`src/rtl/countdown_timer.sv`:
```
// Two-digit BCD down-counter (00-99) with an IDLE/RUN/DONE state machine.
//   clk   : single clock, all state changes on the rising edge
//   mr    : asynchronous active-low master reset
//   load  : synchronous active-low preset load (wins over everything but mr)
//   en    : count enable, active-high (low pauses the count while running)
//   d     : BCD preset, d[7:4] tens, d[3:0] ones; digits above 9 clamp to 9
//   q     : registered BCD count
//   bo    : registered borrow-out, high for the cycle in which q becomes 00
//   busy  : registered, high while in RUN
//   done  : registered, high while in DONE
// AUTO_RELOAD=1 turns the 00 terminal count into a reload of the stored preset.
module countdown_timer #(
   parameter bit AUTO_RELOAD = 1'b0
) (
   input  logic       clk,
   input  logic       mr,
   input  logic       load,
   input  logic       en,
   input  logic [7:0] d,
   output logic [7:0] q,
   output logic       bo,
   output logic       busy,
   output logic       done
);

   localparam int unsigned DIGIT_W = 4;
   localparam int unsigned COUNT_W = 2 * DIGIT_W;
   localparam logic [DIGIT_W-1:0] DIGIT_MAX = DIGIT_W'(9);
   localparam logic [COUNT_W-1:0] COUNT_ZERO = COUNT_W'(0);
   localparam logic [COUNT_W-1:0] COUNT_ONE  = COUNT_W'(1);

   typedef enum logic [1:0] {
      S_IDLE = 2'd0,
      S_RUN  = 2'd1,
      S_DONE = 2'd2
   } state_t;

   state_t               state;
   state_t               state_nxt;
   logic [COUNT_W-1:0]   preset;
   logic [COUNT_W-1:0]   preset_nxt;
   logic [COUNT_W-1:0]   q_nxt;
   logic                 bo_nxt;
   logic                 busy_nxt;
   logic                 done_nxt;
   logic [COUNT_W-1:0]   d_clamped;
   logic [COUNT_W-1:0]   q_dec;

   // Saturate one BCD digit at 9.
   function automatic logic [DIGIT_W-1:0] clamp_digit(input logic [DIGIT_W-1:0] x);
      return (x > DIGIT_MAX) ? DIGIT_MAX : x;
   endfunction

   // Clamped preset and BCD decrement of the current count.
   always_comb begin
      d_clamped = {clamp_digit(d[COUNT_W-1:DIGIT_W]), clamp_digit(d[DIGIT_W-1:0])};
      if (q[DIGIT_W-1:0] == DIGIT_W'(0)) begin
         q_dec = {q[COUNT_W-1:DIGIT_W] - DIGIT_W'(1), DIGIT_MAX};
      end else begin
         q_dec = {q[COUNT_W-1:DIGIT_W], q[DIGIT_W-1:0] - DIGIT_W'(1)};
      end
   end

   // Next-state and next-output decode.
   always_comb begin
      state_nxt  = state;
      q_nxt      = q;
      preset_nxt = preset;
      bo_nxt     = 1'b0;

      if (!load) begin
         q_nxt      = d_clamped;
         preset_nxt = d_clamped;
         state_nxt  = (d_clamped != COUNT_ZERO) ? S_RUN : S_DONE;
      end else begin
         case (state)
            S_RUN: begin
               if (en) begin
                  if (q == COUNT_ZERO) begin
                     // Only reachable with auto-reload: the cycle after the wrap.
                     q_nxt = preset;
                  end else begin
                     q_nxt = q_dec;
                     if (q == COUNT_ONE) begin
                        bo_nxt = 1'b1;
                        if (!AUTO_RELOAD) begin
                           state_nxt = S_DONE;
                        end
                     end
                  end
               end
            end
            default: begin
               // IDLE and DONE ignore en; only a load leaves them.
            end
         endcase
      end

      busy_nxt = (state_nxt == S_RUN);
      done_nxt = (state_nxt == S_DONE);
   end

   // State and output registers.
   always_ff @(posedge clk or negedge mr) begin
      if (!mr) begin
         state  <= S_IDLE;
         preset <= COUNT_ZERO;
         q      <= COUNT_ZERO;
         bo     <= 1'b0;
         busy   <= 1'b0;
         done   <= 1'b0;
      end else begin
         state  <= state_nxt;
         preset <= preset_nxt;
         q      <= q_nxt;
         bo     <= bo_nxt;
         busy   <= busy_nxt;
         done   <= done_nxt;
      end
   end

endmodule
```
`config.mk`:
```
export PLATFORM = sky130hd
export DESIGN_NAME = countdown_timer
export DESIGN_NICKNAME = d
export VERILOG_FILES = /design/src/rtl/countdown_timer.sv
export SDC_FILE = /design/constraint.sdc
export NUM_CORES = 1
export LEC_CHECK = 0
export BUFFER_PORTS_ARGS = -buffer_cell sky130_fd_sc_hd__clkbuf_2
export CORE_MARGIN = 5
export CORE_UTILIZATION = 47
export DETAILED_ROUTE_END_ITERATION = 8
export MAX_ROUTING_LAYER = met4
export PLACE_DENSITY_LB_ADDON = 0.3
export SYNTH_ARGS = -nofsm -noshare
export SYNTH_HDL_FRONTEND = slang
export SYNTH_SLANG_ARGS = --single-unit
```
`constraint.sdc`:
```
create_clock -name clk -period 1.5 [get_ports clk]
set_input_delay 0.075 -clock clk [delete_from_list [all_inputs] [get_ports clk]]
set_output_delay 0.075 -clock clk [all_outputs]
set_load 0.005 [all_outputs]
```
==> results of run 1 <==
==> timing repair <==
action | CTS | global route
pin swaps | 2 | 5
setup endpoints to repair | 7 | 11
setup buffers | 3 | 0
resized for setup | 7 | 11
cloned | 0 | 0
hold buffers | 1 | 0
hold endpoints to repair | 21 | 0
==> Yosys cell counts (all sizes together) <==
| cell type | count | area (um^2) |
|---|---|---|
| mux2i | 1 | 10.0 |
| nor2 | 12 | 45.0 |
| mux2 | 2 | 22.5 |
| o21a | 2 | 15.0 |
| a32oi | 2 | 17.5 |
| buf | 2 | 12.5 |
| clkbuf | 2 | 17.5 |
| a21o | 3 | 22.5 |
| a211oi | 2 | 15.0 |
| a311oi | 1 | 8.76 |
| dfrtp | 21 | 526 |
| a21oi | 7 | 35.0 |
| a31oi | 3 | 18.8 |
| o31ai | 1 | 7.51 |
| nor4 | 1 | 6.26 |
| and4bb | 1 | 12.5 |
| o211ai | 1 | 7.51 |
| or3b | 1 | 11.3 |
| and2b | 1 | 8.76 |
| nand2b | 1 | 6.26 |
| nor3 | 4 | 20.0 |
| a41oi | 1 | 8.76 |
| a22o | 2 | 17.5 |
| a31o | 1 | 8.76 |
| and2 | 1 | 6.26 |
| nor4b | 1 | 23.8 |
| xnor2 | 1 | 8.76 |
| ha | 2 | 25.0 |
| a311o | 1 | 10.0 |
| nand2 | 9 | 33.8 |
| nand3 | 2 | 10.0 |
| nor2b | 1 | 6.26 |
| nor3b | 2 | 15.0 |
| o21ai | 8 | 40.0 |
| and3 | 1 | 7.51 |
| or2b | 1 | 7.51 |
| inv | 6 | 22.5 |
==> layout make-up <==
cell class	count	area share
clock buffer	4	0.0184
timing repair buffer	39	0.168
inverter	6	0.0157
multi-input combinational	80	0.406
sequential	21	0.367
tap	28	0.0245
==> routing by layer <==
metal | vias to the layer above | global-route usage | wire length, um
li1 | 479 | - | -
met1 | 476 | 0.225 | 1220
met2 | 26 | 0.297 | 1350
met3 | 2 | 0.0241 | 117
met4 | 0 | 0.0397 | 14
met5 | - | - | 0
==> through the flow <==
stage | instances | setup slack, ns
4_1_cts | 178 | -0.194
2_1_floorplan | 111 | -0.178
6_report | 178 | -0.203
5_1_grt | 178 | -0.286
3_3_place_gp | 170 | -0.123
3_5_place_dp | 170 | -0.199
==> cell usage in the layout (no fill, tap or decap), types with 3 or more instances in the layout <==
cell      count
inv_1         4
dfrtp_1      21
o21ai_1       5
buf_4        16
a21o_1        3
a31oi_1       3
clkbuf_2     22
clkbuf_4      3
nor2_1        8
nor3_1        4
nand2_1       9
a21oi_1       6
==> cells by family after synthesis <==
family / share of synthesized area
AND/OR/NAND/NOR: 0.201
multiplexers: 0.0296
AO/OA/AOI/OAI: 0.212
buffers and inverters: 0.0479
XOR/XNOR: 0.00798
adder cells (fa/ha/maj): 0.0228
flip-flops: 0.479
==> flip-flops by register name, indices dropped and copies added, names as in the netlist <==
name,count
done,1
state,2
bo,1
q,8
busy,1
preset,8
==> worst paths after layout <==
check                                             end  cells after the start                   from  slack [ns]
max in group asynchronous            q[3]$_DFFE_PN0P_                      2                     mr        0.86
worst min register to register  preset[2]$_DFFE_PN0N_                      1  preset[2]$_DFFE_PN0N_        0.53
worst max-delay path               state[0]$_DFF_PN0_                      6       q[4]$_DFFE_PN0P_       -0.20
worst min-delay path                 q[2]$_DFFE_PN0P_                      3                   d[2]        0.06
min in group asynchronous            q[7]$_DFFE_PN0P_                      2                     mr        0.28
worst max register to register     state[0]$_DFF_PN0_                      6       q[4]$_DFFE_PN0P_       -0.20
==> worst max-delay path, delay by kind of cell (launching register included) <==
kind	cells	cell delay (ns)
buffers and inverters	1	0.09
AO/OA/AOI/OAI	2	0.26
AND/OR/NAND/NOR	2	0.72
adder cells (fa/ha/maj)	1	0.13
flip-flops	1	0.40
==> where the power goes <==
part / switching [mW] / internal (mW) / leakage [nW]
clock network: 0.162 / 0.103 / 0.0150
logic: 0.188 / 0.174 / 0.402
registers: 0.0354 / 0.612 / 0.253
==> metrics.cfg, run 1 <==
[run_status]
status=complete, but fails checks
violations=negative setup slack

[global_routing]
grtUsageTotal=0.176
grt_pass1_vias=1019
grt_pass1_wl_um=4620
overflow=0
antenna_found_initial=0
grt_start_max_net_pins=22

[final_layout]
ff_latch_area_um2=526
multi_input_area_um2=582
num_antenna_cells=0
nFillCells=186
fin_nets=165
finalInstanceArea_mm2=0.00143
area_delta_synth_final_pct=30.4
final_util=0.647
drive_gt1_frac=0.413

[die]
core_area_mm2=0.00221
rows=17
die_area_mm2=0.00340
die_x_um=58.3
ioPinCount=23
initial_core_util=0.496
die_y_um=58.3

[clocking]
cts_tree=built
cts.sinks=21
clkSlewWorstSetupHoldPaths_ns=0.11
cts_buffer_depth=2
clock_latency_ns=0.29
root_buffer=clkbuf_4
htreeDepth=1
cts_buffers=3

[power]
ir_drop_v=0.000625
pwr_density_cell_mw_per_mm2=891
power_mw=1.28
p_leak_nw=0.670

[placement]
place_congestion=0.886
placed_area_mm2=0.00132
port_buffers=22
post-dp-hpwl_um=2050

[synth]
synthCells=111
ys_types=39
synth_area_per_cell_um2=9.89
syn_area_mm2=0.00110
ys_seq_elements=21
yosys_warnings=0
synth_nets=125
yosysSeqAreaShare=0.479

[sta]
skew_ns=0.000903
post-route-period-util=1.14
drv_slew=0
rsz0062_at_grt=true
tightest_slew_ns=0.538
finalHoldViolCount=0
slew_headroom=0.642
setup_viol=9
fin_tns_setup_ns=-1.23
layout_setup_ws_ns=-0.203
hold_slack_ns=0.0599
final.min_clock_period_ns=1.70
fmax_ghz=0.587

[routing]
avgRoutedWirePerCell_um=15.2
via_per_inst=5.52
drc_errors=0
ant_nets=0
drt_wl_total_um=2710
drt_first_pass_iters=4
drtIter0Drc=30
num_vias=983

[setup_path]
cp-start-kind=register
cp_slowest_cell=dfrtp_1
path_class=register to register
critPathMaxStageDelay_ns=0.40
required_ns=1.69
cp-end-kind=register
cp_max_fo=4
cp_data_arrival_time_ns=1.89
path_cells=inv_2 > ha_4 > or3b_4 > nor4b_4 > a31o_2 > a21oi_1

[job]
max_cap_violations=0

[min_path]
hp-class=input port to register

Note: power is estimated with default switching activity, not from simulation.
==> run 2: changes to the inputs <==
- clock period: 1.5 -> 1.55 ns (I/O delays scaled with it)
==> run 2 against run 1 <==
  * The flow still finishes with violations (negative setup slack)
  * First-iteration DRC count grew 6.7%
  * Sequential power decreased by 3.2%
  * Clock-buffer cell count stayed put
  * Non-clock buffer count is 1 lower
  * Wire length rose by 1.6%
  * Global-route usage about the same
  * Via count rose by 4.5%
  * Design area decreased by 2.0%
  * Critical path type unchanged
  * Setup slack better by 0.036 ns
  * Utilization is 1.3 points lower
  * Die area unchanged
  * Largest power group unchanged
==> metrics.cfg, run 2 (synthesis gave the netlist of run 1 again) <==
[die]
core_area_mm2=0.00221  ; unchanged
die_area_mm2=0.00340  ; unchanged
ioPinCount=23  ; unchanged
die_x_um=58.3  ; unchanged
initial_core_util=0.496  ; unchanged
rows=17  ; unchanged
die_y_um=58.3  ; unchanged

[sta]
post-route-period-util=1.11  ; -0.0274
slew_headroom=0.652  ; +0.0101
rsz0062_at_grt=true
layout_setup_ws_ns=-0.167  ; +0.0357 ns
finalHoldViolCount=0  ; unchanged
drv_slew=0  ; unchanged
tightest_slew_ns=0.523  ; -0.0152 ns
fmax_ghz=0.582  ; -0.83%
final.min_clock_period_ns=1.72  ; +0.0143 ns
setup_viol=7  ; -2
skew_ns=0.000723  ; -0.000180 ns

[final_layout]
drive_gt1_frac=0.376  ; -0.0375
ff_latch_area_um2=526  ; unchanged
num_antenna_cells=0  ; unchanged
area_delta_synth_final_pct=27.8
final_common_cell=clkbuf_2
fin_cells=177  ; -0.56%
finalInstanceArea_mm2=0.00140  ; -2.0%
multi_input_area_um2=561  ; -3.7%
reg.largest.list=preset: 8 flops, q: 8 flops, state: 2 flops
fin_nets=164  ; -0.61%
nFillCells=199  ; +7.0%
final_cell_mix=22 x clkbuf_2, 21 x dfrtp_1, 15 x buf_4

[routing]
drt_first_pass_iters=4  ; unchanged
via_per_inst=5.80  ; +5.1%
avgRoutedWirePerCell_um=15.5  ; +2.2%
drt_wl_total_um=2750  ; +1.6%
drc_errors=0  ; unchanged
num_vias=1027  ; +4.5%
drtIter0Drc=32  ; +6.7%
ant_nets=0  ; unchanged

[power]
cellInternalPower_mw=0.858  ; -3.5%
pwr_density_cell_mw_per_mm2=875  ; -1.8%
seq_power_share=0.510  ; +0.002
p_leak_nw=0.668  ; -0.24%
net-switching-power_mw=0.368  ; -4.4%
clockPowerShare=0.211  ; +0.003
ir_drop_v=0.000610  ; -2.5%
switching_share=0.300  ; -0.00196
combPwrFrac=0.279  ; -0.005

[min_path]
hp-class=input port to register

[global_routing]
grt_pass1_wl_um=4540  ; -1.8%
grt_start_max_net_pins=22  ; unchanged
overflow=0  ; unchanged
grtUsageTotal=0.176  ; -0.000307
antenna_found_initial=0  ; unchanged
grt_pass1_vias=1037  ; +1.8%

[clocking]
htreeDepth=1  ; unchanged
root_buffer=clkbuf_4
cts_buffer_depth=2  ; unchanged
clkSlewWorstSetupHoldPaths_ns=0.10  ; about the same
cts.sinks=21  ; unchanged
cts_buffers=3  ; unchanged
cts_tree=built
clock_latency_ns=0.31  ; +0.02 ns

[setup_path]
path_class=register to register
cp-end-kind=register
cp_data_arrival_time_ns=1.91  ; +0.02 ns
cp_max_fo=5  ; +1
cp-start-kind=register
required_ns=1.75  ; +0.06 ns

[job]
max_cap_violations=0  ; unchanged

[placement]
placed_cells=170  ; unchanged
place_congestion=0.928  ; +4.8%
port_buffers=22  ; unchanged
post-place-ws_ns=-0.114  ; +0.0854 ns
post-dp-hpwl_um=2030  ; -0.79%
placed_area_mm2=0.00132  ; unchanged

[run_status]
status=complete, but fails checks
violations=negative setup slack

run 2: cell types whose count changed in the layout (fill, tap and decap cells not counted), sizes merged:
cell	change
buf	-1
run 2: layout make-up:
cell class | instances | area share
clock buffer | 4 | 0.0187
multi-input combinational | 80 | 0.400
timing repair buffer | 38 | 0.166
inverter | 6 | 0.0161
tap | 28 | 0.0250
sequential | 21 | 0.375
run 2: worst max-delay path, cell delays in order (launching register included):
cell	delay, ns
dfrtp_1	0.40
inv_2	0.08
ha_4	0.13
or3b_4	0.41
nor4b_4	0.33
a31o_2	0.22
a21oi_1	0.04
run 2: final timing paths:
kind                                  startpoint               endpoint  cells past startpoint  slack, ns
setup / recovery                q[4]$_DFFE_PN0P_     state[0]$_DFF_PN0_                      6      -0.17
hold / removal                              d[1]  preset[1]$_DFFE_PN0N_                      2       0.04
setup reg to reg                q[4]$_DFFE_PN0P_     state[0]$_DFF_PN0_                      6      -0.17
hold reg to reg            preset[5]$_DFFE_PN0N_  preset[5]$_DFFE_PN0N_                      1       0.51
max in group asynchronous                     mr  preset[4]$_DFFE_PN0N_                      2       0.94
min in group asynchronous                     mr     state[1]$_DFF_PN0_                      2       0.26
run 2: power groups by stage:
stage / logic (mW) / clock network [mW] / registers (mW)
global placement: 0.310 / 0 / 0.633
detailed placement: 0.321 / 0 / 0.633
finish: 0.342 / 0.259 / 0.626
floorplan: 0.155 / 0 / 0.647
CTS: 0.329 / 0.268 / 0.623
global route: 0.377 / 0.286 / 0.630
run 2: routing by layer:
metal	vias up	GRT usage	routed length (um)
met3	10	0.0439	184
li1	479	-	-
met2	46	0.300	1380
met1	492	0.201	1140
met4	0	0.0596	48
met5	-	-	0
run 2: through the flow:
stage / power [mW] / utilization / hold slack (ns) / setup TNS (ns)
global placement: 0.943 / 0.598 / 0.0710 / -0.292
global route: 1.29 / 0.634 / 0.0485 / -1.61
CTS: 1.22 / 0.621 / 0.0433 / -0.735
finish: 1.23 / 0.634 / 0.0444 / -0.952
detailed placement: 0.954 / 0.598 / 0.0805 / -0.526
floorplan: 0.802 / - / -0.218 / -0.487
run 2: what timing repair did:
action | in CTS | in global routing
endpoints found under the setup margin | 7 | 11
hold buffers | 1 | 0
pin swaps | 4 | 3
gates resized for setup | 0 | 7
buffers inserted | 2 | 3
endpoints found under the hold margin | 21 | 0
